$ cat config.mk
export PLATFORM = sky130hd
export DESIGN_NAME = fetch_ctrl_flat
export DESIGN_NICKNAME = d
export VERILOG_FILES = /design/src/rtl/dlx_fetch_pkg.sv /design/src/rtl/fetch_ctrl_if.sv /design/src/rtl/fetch_skid.sv /design/src/rtl/fetch_ctrl.sv /design/src/flat_wrapper.sv
export SDC_FILE = /design/constraint.sdc
export NUM_CORES = 1
export LEC_CHECK = 0
export BUFFER_PORTS_ARGS = -buffer_cell sky130_fd_sc_hd__buf_4
export CAP_MARGIN = 25
export CORE_ASPECT_RATIO = 1.2
export CORE_UTILIZATION = 50
export DETAILED_ROUTE_END_ITERATION = 6
export PLACE_DENSITY = 0.82
export SYNTH_ARGS = -nofsm -noshare
export SYNTH_HDL_FRONTEND = slang
export SYNTH_HIERARCHICAL = 1
export SYNTH_SLANG_ARGS = --single-unit
$ cat constraint.sdc
create_clock -name clk -period 5.3 [get_ports clk]
set_input_delay 0.265 -clock clk [delete_from_list [all_inputs] [get_ports clk]]
set_output_delay 0.265 -clock clk [all_outputs]
set_load 0.05 [all_outputs]
$ cat src/rtl/dlx_fetch_pkg.sv
// dlx_fetch_pkg: shared definitions for the DLX instruction-fetch sequencer.
//   - FSM state encoding (BOOT, FETCH, HOLD, DRAIN)
//   - default reset PC and trap vector
//   - word_align helper used on redirect targets
package dlx_fetch_pkg;

  localparam logic [31:0] RESET_PC_DEFAULT = 32'h0000_0000;
  localparam logic [31:0] TRAP_VEC_DEFAULT = 32'h0000_0100;

  localparam logic [1:0] ST_BOOT  = 2'd0;
  localparam logic [1:0] ST_FETCH = 2'd1;
  localparam logic [1:0] ST_HOLD  = 2'd2;
  localparam logic [1:0] ST_DRAIN = 2'd3;

  // Redirect targets are word addresses; the byte-offset bits are dropped.
  function automatic logic [31:0] word_align(input logic [31:0] a);
    return {a[31:2], 2'b00};
  endfunction

endpackage

$ cat src/rtl/fetch_ctrl_if.sv
// fetch_ctrl_if: instruction SRAM request/acknowledge bus.
//   imem_req  : read request, held with imem_addr until the ack cycle
//   imem_addr : read address
//   imem_ack  : read data valid this cycle
//   imem_data : instruction word
// Modports: master (fetch sequencer), slave (SRAM).
interface fetch_ctrl_if;
  logic        imem_req;
  logic [31:0] imem_addr;
  logic        imem_ack;
  logic [31:0] imem_data;

  modport master (
    output imem_req,
    output imem_addr,
    input  imem_ack,
    input  imem_data
  );

  modport slave (
    input  imem_req,
    input  imem_addr,
    output imem_ack,
    output imem_data
  );
endinterface

$ cat src/rtl/fetch_skid.sv
// fetch_skid: one-entry instruction/PC buffer.
//   clk, reset             : clock, synchronous active-high reset
//   load                   : capture load_instr/load_pc, mark valid
//   clear                  : drop the entry (wins over load)
//   valid, instr, pc       : buffered entry
module fetch_skid (
  input  logic        clk,
  input  logic        reset,
  input  logic        load,
  input  logic        clear,
  input  logic [31:0] load_instr,
  input  logic [31:0] load_pc,
  output logic        valid,
  output logic [31:0] instr,
  output logic [31:0] pc
);

  logic        valid_q, valid_d;
  logic [31:0] instr_q, instr_d;
  logic [31:0] pc_q,    pc_d;

  always_comb begin
    valid_d = valid_q;
    instr_d = instr_q;
    pc_d    = pc_q;
    if (clear) begin
      valid_d = 1'b0;
    end else if (load) begin
      valid_d = 1'b1;
      instr_d = load_instr;
      pc_d    = load_pc;
    end
  end

  always_ff @(posedge clk) begin
    if (reset) begin
      valid_q <= 1'b0;
      instr_q <= '0;
      pc_q    <= '0;
    end else begin
      valid_q <= valid_d;
      instr_q <= instr_d;
      pc_q    <= pc_d;
    end
  end

  assign valid = valid_q;
  assign instr = instr_q;
  assign pc    = pc_q;

endmodule

$ cat src/rtl/fetch_ctrl.sv
// fetch_ctrl: DLX instruction-fetch sequencer.
// Owns the PC, drives the instruction SRAM bus and presents
// valid/instr/pc to the IF/ID latch. Handles branch/trap redirects
// (wrong-path data is killed) and ID stalls (word parked in a skid buffer).
// Ports:
//   clk, reset            : clock, synchronous active-high reset
//   branch, branch_pc     : taken branch from EX and its target
//   stall                 : ID hazard hold
//   trap                  : trap redirect (only with FETCH_CTRL_TRAP_EN)
//   imem                  : SRAM bus (fetch_ctrl_if.master)
//   if_valid/instr/pc     : IF/ID output triple
// Build option: define FETCH_CTRL_TRAP_EN to add the trap port and TRAP_VEC.
module fetch_ctrl
  import dlx_fetch_pkg::*;
#(
  parameter logic [31:0] RESET_PC = RESET_PC_DEFAULT
`ifdef FETCH_CTRL_TRAP_EN
  ,
  parameter logic [31:0] TRAP_VEC = TRAP_VEC_DEFAULT
`endif
) (
  input  logic               clk,
  input  logic               reset,
  input  logic               branch,
  input  logic [31:0]        branch_pc,
  input  logic               stall,
`ifdef FETCH_CTRL_TRAP_EN
  input  logic               trap,
`endif
  fetch_ctrl_if.master       imem,
  output logic               if_valid,
  output logic [31:0]        if_instr,
  output logic [31:0]        if_pc
);

  logic [1:0]  state_q,    state_d;
  logic [31:0] pc_q,       pc_d;
  logic [31:0] pending_q,  pending_d;
  logic        if_valid_q, if_valid_d;
  logic [31:0] if_instr_q, if_instr_d;
  logic [31:0] if_pc_q,    if_pc_d;

  logic        redirect;
  logic [31:0] target;
  logic [31:0] pc_inc;

  logic        skid_load;
  logic        skid_clear;
  logic        skid_valid;
  logic [31:0] skid_instr;
  logic [31:0] skid_pc;

  fetch_skid u_skid (
    .clk        (clk),
    .reset      (reset),
    .load       (skid_load),
    .clear      (skid_clear),
    .load_instr (imem.imem_data),
    .load_pc    (pc_q),
    .valid      (skid_valid),
    .instr      (skid_instr),
    .pc         (skid_pc)
  );

  // Trap outranks branch; both are handled identically afterwards.
  always_comb begin
`ifdef FETCH_CTRL_TRAP_EN
    redirect = trap | branch;
    target   = trap ? TRAP_VEC : word_align(branch_pc);
`else
    redirect = branch;
    target   = word_align(branch_pc);
`endif
  end

  assign pc_inc = pc_q + 32'd4;

  always_comb begin
    state_d    = state_q;
    pc_d       = pc_q;
    pending_d  = pending_q;
    if_valid_d = if_valid_q;
    if_instr_d = if_instr_q;
    if_pc_d    = if_pc_q;
    skid_load  = 1'b0;
    skid_clear = 1'b0;

    case (state_q)
      ST_BOOT: begin
        state_d = ST_FETCH;
      end

      ST_FETCH: begin
        if (redirect) begin
          if_valid_d = 1'b0;
          if (imem.imem_ack) begin
            pc_d = target;
          end else begin
            // Request cannot be aborted: remember the target, drain the old one.
            pending_d = target;
            state_d   = ST_DRAIN;
          end
        end else if (imem.imem_ack) begin
          pc_d = pc_inc;
          if (stall) begin
            skid_load = 1'b1;
            state_d   = ST_HOLD;
          end else begin
            if_valid_d = 1'b1;
            if_instr_d = imem.imem_data;
            if_pc_d    = pc_q;
          end
        end else if (!stall) begin
          // Previous word consumed by ID and nothing new arrived.
          if_valid_d = 1'b0;
        end
      end

      ST_HOLD: begin
        if (redirect) begin
          if_valid_d = 1'b0;
          skid_clear = 1'b1;
          pc_d       = target;
          state_d    = ST_FETCH;
        end else if (!stall) begin
          if_valid_d = skid_valid;
          if_instr_d = skid_instr;
          if_pc_d    = skid_pc;
          skid_clear = 1'b1;
          state_d    = ST_FETCH;
        end
      end

      ST_DRAIN: begin
        if_valid_d = 1'b0;
        if (redirect) begin
          pending_d = target;
        end
        if (imem.imem_ack) begin
          // A redirect arriving in the ack cycle is the latest one and wins.
          pc_d    = redirect ? target : pending_q;
          state_d = ST_FETCH;
        end
      end

      default: begin
        state_d = ST_BOOT;
      end
    endcase
  end

  always_ff @(posedge clk) begin
    if (reset) begin
      state_q    <= ST_BOOT;
      pc_q       <= RESET_PC;
      pending_q  <= '0;
      if_valid_q <= 1'b0;
      if_instr_q <= '0;
      if_pc_q    <= '0;
    end else begin
      state_q    <= state_d;
      pc_q       <= pc_d;
      pending_q  <= pending_d;
      if_valid_q <= if_valid_d;
      if_instr_q <= if_instr_d;
      if_pc_q    <= if_pc_d;
    end
  end

  // Bus outputs come straight from state/pc registers.
  assign imem.imem_req  = (state_q == ST_FETCH) || (state_q == ST_DRAIN);
  assign imem.imem_addr = pc_q;

  assign if_valid = if_valid_q;
  assign if_instr = if_instr_q;
  assign if_pc    = if_pc_q;

endmodule

$ cat src/flat_wrapper.sv
// flat-port wrapper written by rule: the top's interface ports become plain ports
module fetch_ctrl_flat import dlx_fetch_pkg::*;
#(
  parameter logic [31:0] RESET_PC = RESET_PC_DEFAULT

)
  (clk, reset, branch, branch_pc, stall, if_valid, if_instr, if_pc, imem_imem_req, imem_imem_addr, imem_imem_ack, imem_imem_data);
  fetch_ctrl_if imem_i ();
  input  logic clk;
  input  logic reset;
  input  logic branch;
  input  logic [31:0] branch_pc;
  input  logic stall;
  output logic if_valid;
  output logic [31:0] if_instr;
  output logic [31:0] if_pc;
  output wire logic [$bits(imem_i.imem_req)-1:0] imem_imem_req;
  output wire logic [$bits(imem_i.imem_addr)-1:0] imem_imem_addr;
  input wire logic [$bits(imem_i.imem_ack)-1:0] imem_imem_ack;
  input wire logic [$bits(imem_i.imem_data)-1:0] imem_imem_data;
  assign imem_imem_req = imem_i.imem_req;
  assign imem_imem_addr = imem_i.imem_addr;
  assign imem_i.imem_ack = imem_imem_ack;
  assign imem_i.imem_data = imem_imem_data;
  fetch_ctrl #(.RESET_PC(RESET_PC)) u_core (.clk(clk), .reset(reset), .branch(branch), .branch_pc(branch_pc), .stall(stall), .imem(imem_i), .if_valid(if_valid), .if_instr(if_instr), .if_pc(if_pc));
endmodule
==> results.md <==
* Wire per inst at 17.2 µm
* Top-area cell type share of the netlist area at 0.403
* CP Max Fanout at 27
* Dpl hpwl at 15,900 µm
* Worst Max-Slew Pin Slew at 0.995 ns
* Mapped Area at 0.00974 mm²
* Via count of the first global-routing pass at 7,907
* Max transition margin at 0.337
* Yosys warning total at 6
* GPL Wtd Cong at 0.878
* Crit-path slowest cell: nor2b_4
* N_diodes at 0
* Lkg Pwr at 0.00410 µW
* DRT Wirelength at 25,300 µm
* GR Overflow Total at 0
* Post-cts resize count at 0
* Std cell rows at 55
* Buffers on Ports at 164
* Initial DRC Count at 635
* CTS hold repair buffers at 0
* Final setup vio count at 0
* Post-synth ARST share at 0
* Via count at 8,731
* Clock Latency Late Sink at 0.43 ns
* Pwr per Cell Area at 300 mW/mm²
* Final #Nets at 1,272
* EDFF count, synth at 0
* Critical path's top delay family: simple AND/OR/NAND/NOR gates
* Min Hold Slack at 0.0927 ns
* Crit share post-route at 0.559
* Clk root buf: clkbuf_16
* Ports at 167
* Post-route antenna net violation count at 0
* Setup TNS at 0 ns
* Fin crit period at 2.96 ns
* Syn Inst Count at 1,110
* First-pass GRT wire length at 40,000 µm
* Share of layout cells above drive strength 1 at 0.230
* Clock-pin slew on the worst setup and hold paths at 0.07 ns
* P&R area growth vs syn at 18.1%
* CTS tree: built
* Initial core utilization at 0.513
* Critical Path AT at 3.27 ns
* Average size of a mapped cell at 8.78 µm²
* Remaining DRCs at 0
* Fin util at 0.606
* Top cells by area, synth: dfxtp_1 40%, nand4bb_1 7.4%, a211oi_1 5.7%
* CP peak stage delay at 0.68 ns
* Seq/Total Area, Yosys at 0.403
* Die height at 155 µm
* Total CTS buffers at 17
* Max_cap viols at 0
* Worst IR Drop VDD at 0.241 mV
* CTS max path bufs at 2
* Sink Count at 196
* Fin. Hold Viols at 0
* Hold Crit Class: in -> reg
* Via/cell ratio at 5.94
* Synth Register Bits at 196
* Initial antenna violation count at 0
* Setup Skew at 0.0136 ns
* Fmax at 337 MHz
* Critical path capture point type: flop
* Netlist cell types at 67
* Die Footprint at 0.0200 mm²
* DIE WIDTH at 129 µm
* Total chip power at 3450 µW
* Required @ worst endpoint at 5.60 ns
* Total GRT Usage at 0.249
* Outcome: finished clean
* Postcts setup bufs at 0
* Setup Crit Path Kind: reg -> reg
* Primary FF master, synth: dfxtp_1
* Max-slew violations at 0
* CTS HTree Levels at 4
* Synth cell count leaders: 196 x dfxtp_1, 107 x nor2_1, 101 x nand2_1
* Crit path buf inv count at 2
* Dominant cell type by area after synthesis: dfxtp_1
* RSZ-0062 raised after global routing: no
* Worst path cell trace: buf_4, and2_1, and3_2, nor2b_4, buf_4, o21ai_1
* Core ar. at 0.0190 mm²
* Top-count cell post-synth: dfxtp_1
* DR pass1 iterations at 5
* Synthesized Nets at 1,180
* Pin count of the biggest net entering global routing at 129
* Most used cell, CP: buf_4
* CP startpoint kind: flop
-- worst paths after layout --
| kind | startpoint | endpoint | slack [ns] | cells past startpoint |
|---|---|---|---|---|
| worst max-delay path | u_core/state_q[0] | u_core/u_skid/instr[3] | 2.34 | 6 |
| worst min-delay path | branch_pc[16] | u_core/pending_q[16] | 0.09 | 3 |
| worst max register to register | u_core/state_q[0] | u_core/u_skid/instr[3] | 2.34 | 6 |
| worst min register to register | u_core/pending_q[7] | u_core/pending_q[7] | 0.45 | 2 |
-- per-stage QoR --
step / cell area, µm² / instances / worst slack, ns
2_1_floorplan: 9740 / 1110 / 3.04
3_3_place_gp: 10900 / 1438 / 2.12
3_5_place_dp: 10900 / 1438 / 2.10
4_1_cts: 11500 / 1469 / 2.35
5_1_grt: 11500 / 1470 / 2.22
6_report: 11500 / 1470 / 2.34
-- report_power, final --
| group | switching, µW | internal (µW) | leakage [µW] |
|---|---|---|---|
| Combinational | 357 | 198 | 0.00223 |
| Clock | 549 | 753 | 0.000284 |
| Sequential | 63.1 | 1530 | 0.00159 |
-- area by class of cell --
cell class | count | area, µm²
Clock buffer | 22 | 454
Sequential cell | 196 | 3920
Fill cell | 1675 | 7490
Clock inverter | 9 | 130
Tap cell | 256 | 320
Timing Repair Buffer | 180 | 1390
Inverter | 16 | 60.1
Multi-Input combinational cell | 791 | 5230
-- cells in the final DEF, fill, tap and decap left out, types with 17 or more instances in the layout --
master and n:
nand3_1 19, a21oi_1 64, o21ai_0 39, mux2i_1 55, nand4bb_1 64, a211oi_1 74, nand2_1 101, clkbuf_16 17
o21ai_2 55, nand2b_1 70, dfxtp_1 196, nor2_1 107, buf_4 177
-- worst register-to-register path, stage by stage (launching register included) --
cell	delay [ns]
dfxtp_1	0.31
buf_4	0.29
and2_1	0.60
and3_2	0.32
nor2b_4	0.68
buf_4	0.50
o21ai_1	0.15
-- metal layers --
metal	share of wire	global-route usage	vias up
met5	0	0	-
met2	0.47	0.394	377
li1	-	-	4196
met1	0.43	0.328	4105
met3	0.066	0.0454	53
met4	0.029	0.114	0
-- registers in the layout, summed over array words and instances, names as in the netlist --
| name | flops |
|---|---|
| u_core/if_valid | 1 |
| u_core/pending_q | 32 |
| u_core/u_skid/instr | 32 |
| u_core/if_instr | 32 |
| u_core/u_skid/pc | 32 |
| u_core/u_skid/valid | 1 |
| u_core/state_q | 2 |
| u_core/imem.imem_addr | 32 |
| u_core/if_pc | 32 |
-- kinds of logic (layout without fill, tap and decap cells) --
| logic type | after synthesis | count (layout) | share of synthesized area |
|---|---|---|---|
| xor gates and xnor gates | 9 | 9 | 0.00809 |
| adders and majority gates | 2 | 2 | 0.00231 |
| AOI/OAI and AO/OA | 310 | 310 | 0.222 |
| buffers and inverters | 123 | 227 | 0.0633 |
| muxes | 55 | 55 | 0.0565 |
| and+or+nand+nor | 415 | 415 | 0.245 |
| DFF | 196 | 196 | 0.403 |
Note: power is estimated with default switching activity, not from simulation.
